`config.mk`:
```
export PLATFORM = sky130hd
export DESIGN_NAME = ysyx_22041461_srl_seq
export DESIGN_NICKNAME = d
export VERILOG_FILES = /design/src/rtl/ysyx_22041461_srl_seq.sv
export SDC_FILE = /design/constraint.sdc
export NUM_CORES = 1
export LEC_CHECK = 0
export CAP_MARGIN = 20
export CORE_ASPECT_RATIO = 0.6
export CORE_UTILIZATION = 52
export DETAILED_ROUTE_END_ITERATION = 16
export PLACE_DENSITY = 0.84
export SYNTH_ARGS = -nofsm -noshare
export SYNTH_HDL_FRONTEND = slang
export SYNTH_SLANG_ARGS = --single-unit
```
`constraint.sdc`:
```
create_clock -name clk -period 4.49 [get_ports clk]
set_input_delay 0.898 -clock clk [delete_from_list [all_inputs] [get_ports clk]]
set_output_delay 0.898 -clock clk [all_outputs]
set_load 0.02 [all_outputs]
```
`src/rtl/ysyx_22041461_srl_seq.sv`:
```
// Multi-cycle logical-right-shift sequencer: shifts at most STEP bits per cycle.
// Optional perf counters (perf_ops, perf_busy) are built when YSYX_22041461_SRL_SEQ_PERF_EN is defined.
module ysyx_22041461_srl_seq #(
  parameter int STEP = 8
) (
  input  logic        clk,
  input  logic        rst,
  input  logic        flush,
  input  logic        in_valid,
  output logic        in_ready,
  input  logic [63:0] src1,
  input  logic [63:0] src2,
  input  logic [4:0]  ctrl_ALU,
  output logic        out_valid,
  input  logic        out_ready,
  output logic [63:0] result,
  output logic        busy
`ifdef YSYX_22041461_SRL_SEQ_PERF_EN
  ,
  output logic [31:0] perf_ops,
  output logic [31:0] perf_busy
`endif
);

  typedef enum logic [1:0] {S_IDLE, S_SHIFT, S_DONE} state_e;
  typedef enum logic [1:0] {K_SRL, K_SEXT, K_ILL} kind_e;

  localparam logic [6:0] STEP_AMT = 7'(STEP);

  state_e      state_q, state_d;
  kind_e       kind_q, kind_d;
  logic [63:0] data_q, data_d;
  logic [5:0]  amt_q, amt_d;
  logic [63:0] result_q, result_d;
  logic        in_ready_q, in_ready_d;
  logic        out_valid_q, out_valid_d;
  logic        busy_q, busy_d;

  kind_e       acc_kind;
  logic [63:0] acc_data;
  logic [5:0]  acc_amt;
  logic [6:0]  step_amt;
  logic [6:0]  amt_left;
  logic [63:0] shifted;

  // Only the low six bits of the shift-amount source matter.
  logic unused_src2;
  assign unused_src2 = ^src2[63:6];

  function automatic logic [63:0] fmt_result(input logic [63:0] d, input kind_e k);
    case (k)
      K_SRL:   return d;
      K_SEXT:  return {{32{d[31]}}, d[31:0]};
      default: return 64'd0;
    endcase
  endfunction

  always_comb begin
    acc_kind = K_ILL;
    acc_data = 64'd0;
    acc_amt  = 6'd0;
    case (ctrl_ALU)
      5'b01011: begin
        acc_kind = K_SRL;
        acc_data = src1;
        acc_amt  = src2[5:0];
      end
      5'b11101: begin
        acc_kind = K_SEXT;
        acc_data = src1;
        acc_amt  = src2[5:0];
      end
      5'b11110: begin
        acc_kind = K_SEXT;
        acc_data = {32'd0, src1[31:0]};
        acc_amt  = {1'b0, src2[4:0]};
      end
      default: begin
        acc_kind = K_ILL;
        acc_data = 64'd0;
        acc_amt  = 6'd0;
      end
    endcase
  end

  always_comb begin
    step_amt = ({1'b0, amt_q} < STEP_AMT) ? {1'b0, amt_q} : STEP_AMT;
    amt_left = {1'b0, amt_q} - step_amt;
    shifted  = data_q >> step_amt;

    state_d  = state_q;
    kind_d   = kind_q;
    data_d   = data_q;
    amt_d    = amt_q;
    result_d = result_q;

    case (state_q)
      S_IDLE: begin
        if (in_valid) begin
          kind_d = acc_kind;
          data_d = acc_data;
          amt_d  = acc_amt;
          if (acc_amt == 6'd0) begin
            result_d = fmt_result(acc_data, acc_kind);
            state_d  = S_DONE;
          end else begin
            state_d = S_SHIFT;
          end
        end
      end
      S_SHIFT: begin
        data_d = shifted;
        amt_d  = amt_left[5:0];
        if (amt_left == 7'd0) begin
          result_d = fmt_result(shifted, kind_q);
          state_d  = S_DONE;
        end
      end
      S_DONE: begin
        if (out_ready) state_d = S_IDLE;
      end
      default: state_d = S_IDLE;
    endcase

    // Flush aborts everything in flight but leaves the last result visible.
    if (flush) begin
      state_d  = S_IDLE;
      kind_d   = K_SRL;
      data_d   = 64'd0;
      amt_d    = 6'd0;
      result_d = result_q;
    end

    in_ready_d  = (state_d == S_IDLE);
    out_valid_d = (state_d == S_DONE);
    busy_d      = (state_d != S_IDLE);
  end

  always_ff @(posedge clk) begin
    if (rst) begin
      state_q     <= S_IDLE;
      kind_q      <= K_SRL;
      data_q      <= 64'd0;
      amt_q       <= 6'd0;
      result_q    <= 64'd0;
      in_ready_q  <= 1'b1;
      out_valid_q <= 1'b0;
      busy_q      <= 1'b0;
    end else begin
      state_q     <= state_d;
      kind_q      <= kind_d;
      data_q      <= data_d;
      amt_q       <= amt_d;
      result_q    <= result_d;
      in_ready_q  <= in_ready_d;
      out_valid_q <= out_valid_d;
      busy_q      <= busy_d;
    end
  end

  assign in_ready  = in_ready_q;
  assign out_valid = out_valid_q;
  assign busy      = busy_q;
  assign result    = result_q;

`ifdef YSYX_22041461_SRL_SEQ_PERF_EN
  logic [31:0] perf_ops_q, perf_ops_d;
  logic [31:0] perf_busy_q, perf_busy_d;

  // A handshake that coincides with flush is dropped, so it is not counted.
  always_comb begin
    perf_ops_d  = perf_ops_q;
    perf_busy_d = perf_busy_q;
    if (out_valid_q && out_ready && !flush && (perf_ops_q != 32'hFFFF_FFFF))
      perf_ops_d = perf_ops_q + 32'd1;
    if (busy_q && (perf_busy_q != 32'hFFFF_FFFF))
      perf_busy_d = perf_busy_q + 32'd1;
  end

  always_ff @(posedge clk) begin
    if (rst) begin
      perf_ops_q  <= 32'd0;
      perf_busy_q <= 32'd0;
    end else begin
      perf_ops_q  <= perf_ops_d;
      perf_busy_q <= perf_busy_d;
    end
  end

  assign perf_ops  = perf_ops_q;
  assign perf_busy = perf_busy_q;
`endif

endmodule

```
[Word level (Yosys, flattened, before mapping)]
Index checks and enable logic that the tools add are counted.
Word-level totals
  register bits: 141
  latch bits: 0
  RAM bits: 0
  ROM bits: 0
  input bits: 138
  memories kept: 0
Cells by class
  add/subtract/negate cells: 1
  $mul: 0
  divide/modulo/power cells: 0
  order comparisons: 1
  equality and inequality tests: 11
  shift-type cells: 1
  muxes and demuxes: 20
  bitwise logic cells: 1
  reduce and logical (&&, ||, !) cells: 14
Operator list (count)
  64-bit case mux with 2 select lines: 5
  64-bit two-way mux: 4
  64-bit by 6-bit >> shifter with 64-bit output: 1
  6-bit case mux with 2 select lines: 2
  6-bit two-way mux: 2
  5-bit equality test (second input constant): 2
  2-bit two-way mux: 5
  2-bit zero test: 4
  7-bit zero test: 1
  6-bit by 6-bit subtractor with 7-bit output: 1
  2-bit by 1-bit equality test with 1-bit output (second input constant): 3
  6-bit zero test: 1
  6-bit by 4-bit < comparator with 1-bit output (second input constant): 1
  2-bit != test (second input constant): 3
  2-bit case mux with 3 select lines: 1
  2-bit OR reduction: 3
  5-bit by 4-bit equality test with 1-bit output (second input constant): 1
  5-bit AND reduction: 1
  2-bit equality test (second input constant): 2
  2-bit case mux with 2 select lines: 1
  2-bit AND reduction: 2
  2-bit nonzero test: 2
  1-bit inverter: 1

[Longest topological paths before layout]
  depth in word-level cells: 9
  gate-level depth with buffers: 17

[Worst setup path after synthesis]
Ideal clock, no wire load.
  kind: reg2reg
  from: register amt_q[4]
  to: register result_q[53], in the netlist result[53]
  data arrival time: 3.684 ns
  data required time: 4.368 ns
  setup slack: 0.684 ns
  stages on the path, launching flop included: 18
  path buffers: 8
  clock period less this slack: 3.806 ns
  path through: dfxtp_1 clkbuf_1 or3_1 buf_2 clkbuf_1 clkbuf_1 buf_1 nand2_1 ha_1 o211ai_1 nand4b_1 or4_1 o31a_1 buf_2 a31oi_1 buf_2 buf_2 a21oi_1
On the way
  cells in the longest elaborated chain, start to end: 6
  elaborated cells between the ends (all ways): 10
  those cells by class: 1 x add/sub; 1 x order compare; 1 x eq/ne; 1 x shift; 4 x mux; 2 x reduce/logical
Ends and longest elaborated chain
  start: declaration: RTL line 33  | logic [5:0] amt_q, amt_d;
  start signal: assignment: RTL line 153  | amt_q <= amt_d;
  6-bit by 4-bit < comparator with 1-bit output: RTL line 87  | step_amt = ({1'b0, amt_q} < STEP_AMT) ? {1'b0, amt_q} : STEP_AMT;
  6-bit two-way mux: RTL line 87
  64-bit by 6-bit >> shifter with 64-bit output or 6-bit by 6-bit subtractor with 7-bit output (tied branches): RTL line 89, 88
  64-bit case mux with 2 select lines or 7-bit zero test (tied branches): RTL line 51, 114
  64-bit two-way mux or 2-bit != test (tied branches)
  64-bit case mux with 2 select lines or 5-bit AND reduction (tied branches)
  end signal: assignment: RTL line 154  | result_q <= result_d;
  end: declaration: RTL line 34  | logic [63:0] result_q, result_d;
Several ways; a longest one is shown, not always the timed one. The select of a mux whose other input is x is not followed.
A chain may end at the register's enable or synchronous reset.

[Worst setup path in the final report]
  from: register amt_q[3]
  to: register result_q[19], in the netlist result[19]
Same word-level chain as after synthesis.

==> metrics.txt <==
Final Max Slew Viols 0; Global Route Usage Sum 38.38%; maximum vdd drop 0.3224 mV; CTS hold repair buffers 0; most frequent cells in the layout 146 x clkdlybuf4s50_1, 141 x dfxtp_1, 130 x a21oi_1, 113 x nor2_1, 96 x o21ai_0; ys async rst share 0%; Sink Count 141; register area 0.002823 mm²; CP Max Fanout 30; clk_skew 0.01455 ns; wire per inst 23.91 µm; Mapped Cells 1,168; CTS tree done; setup TNS 0 ns; antenna violations before repair 0; worst-margin pin slew 1.174 ns; DRT Pass-1 Iters 9; worst min path class reg -> reg; Die Span X 174.6 µm; Yosys Warn Count 0; DR iter-0 viols 1,861; GPL Wtd Cong 1.018; IO Port Bufs 146; share of cells above drive strength 1 11.34%; unrepaired setup endpoints after global routing no; via count 10,660; Max Cap Violations 0; nature of the critical path startpoint flip-flop; die area 0.01843 mm²; Main synth FF type dfxtp_1; Routed Antenna Nets 0; std cell rows 37; chip height 105.6 µm; Skew-Pair Late Insertion Delay 0.43 ns; # IOs 205; Worst Path Required 4.85 ns; max_slew headroom 21.60%; Final Cycle Share 75.15%; Reg clk slew, reported paths 0.07 ns; post-layout util 66.69%; run status complete, no violations; Total Routed Length 35.97 mm; Setup Fix Bufs, Post-CTS 0; leading cell type in the layout, fill and taps excluded clkdlybuf4s50_1; Area growth syn-to-layout 24.23%; sequential-to-total area share from yosys stat 30.37%; syn avg cell area 7.958 µm²; FF+latch count, synth 141; Final Critical Period 3.374 ns; clk root buf clkbuf_16; DR vias/cell 7.088; CTS max path bufs 2; Syn Std Cell Area 0.009295 mm²; largest net degree at the start of global routing 67; H-tree depth 4; Core ar. 0.01731 mm²; first-pass GRT wire length 55.58 mm; # nets final 1,396; Synth Net Count 1,307; final hold vios 0; type of the worst setup path reg -> reg; post-CTS sizing 0; WP data arrival 3.73 ns; leading area contributor after synthesis dfxtp_1; gr ovfl total 0; # fillers 1,430; area of the multi-input gates 0.006003 mm²; top cells by area, synth dfxtp_1 30%, mux2i_1 9.0%, a21oi_1 7.0%; vias in the first global route 9,827; # setup viols final 0; Synth top area share 30.37%; upper clock frequency limit 296.4 MHz; EDFF count, synth 0; pwr dens 298.1 mW/mm²; CTS Buf Count 17; # diodes 0; CP endpoint kind flip-flop; Static Leak 0.003885 µW; DRC violations left 0; post-DP HPWL 24.13 mm; Initial Util 53.69%; number of distinct library cells after synthesis 74
==> metrics by stage <==
step / power [µW] / area [µm²] / hold WS, ns / instances / setup slack, ns
6_report: 3442 / 11550 / 0.4577 / 1504 / 1.116
5_1_grt: 3530 / 11550 / 0.4930 / 1504 / 0.9192
4_1_cts: 3412 / 11550 / 0.4589 / 1504 / 1.230
3_5_place_dp: 1892 / 10920 / 0.4489 / 1472 / 0.8868
3_3_place_gp: 1884 / 10920 / 0.4435 / 1472 / 0.9837
2_1_floorplan: 1645 / 9295 / 0.4903 / 1168 / 0.6840
==> worst paths after layout <==
path	from	end	slack, ns	depth (start not counted)
worst max register to register	amt_q[3]$_SDFFE_PP0P_	result[19]$_SDFFE_PP0P_	1.12	10
worst max-delay path	amt_q[3]$_SDFFE_PP0P_	result[19]$_SDFFE_PP0P_	1.12	10
worst min-delay path	result[22]$_SDFFE_PP0P_	result[22]$_SDFFE_PP0P_	0.46	2
worst min register to register	result[22]$_SDFFE_PP0P_	result[22]$_SDFFE_PP0P_	0.46	2
==> critical path, stage by stage (launching register included) <==
cell      delay, ns
dfxtp_1        0.72
or3_1          0.22
nand2_1        0.07
ha_1           0.27
o211ai_1       0.19
nand4b_1       0.13
or4_1          0.57
o31a_1         0.35
buf_4          0.34
a211o_1        0.29
o21ai_0        0.15
==> kinds of logic (layout without fill, tap and decap cells) <==
group / after synthesis / in the layout / synth area share [%]
adder cells (fa/ha/maj): 1 / 1 / 0.1346
multiplexers: 134 / 134 / 15.22
flip-flops: 141 / 141 / 30.37
buffers and inverters: 123 / 225 / 5.573
XOR/XNOR: 1 / 1 / 0.09424
AO/OA/AOI/OAI: 488 / 488 / 34.62
AND/OR/NAND/NOR: 279 / 279 / 13.95
other: 1 / 1 / 0.04034
==> report_power, final <==
| group | internal [µW] | switching (µW) |
|---|---|---|
| registers | 1300 | 41.9 |
| clock network | 918 | 634 |
| logic | 226 | 324 |
| total | 2440 | 1000 |
==> state kept, by name (all words and copies together), names as in the netlist <==
register / flops
busy: 1
state_q: 2
data_q: 64
out_valid: 1
in_ready: 1
kind_q: 2
result: 64
amt_q: 6
==> cells in the mapped netlist (21+ instances only) <==
master / count
dfxtp_1: 141
a21oi_1: 130
nor2_1: 115
o21ai_0: 96
mux2i_1: 84
clkbuf_1: 75
nand2_1: 72
mux2_2: 49
o22ai_1: 34
a22oi_1: 30
nand3_1: 27
a31oi_1: 23
a211oi_1: 21
o2bb2ai_1: 21
==> per-layer routing <==
metal	wire length, µm	GRT usage (%)
met1	15030	54.84
met2	13970	52.48
met3	6106	14.47
met4	860	11.74
met5	0	0
==> layout make-up <==
class                      instances  share of cell area (%)
sequential                       141                   24.44
clock buffer                      19                   3.922
timing repair buffer             185                   15.30
clock inverter                    13                   1.549
multi-input combinational        904                   51.99
inverter                           8                  0.2601
tap                              234                   2.535
Note: power is estimated with default switching activity, not from simulation.
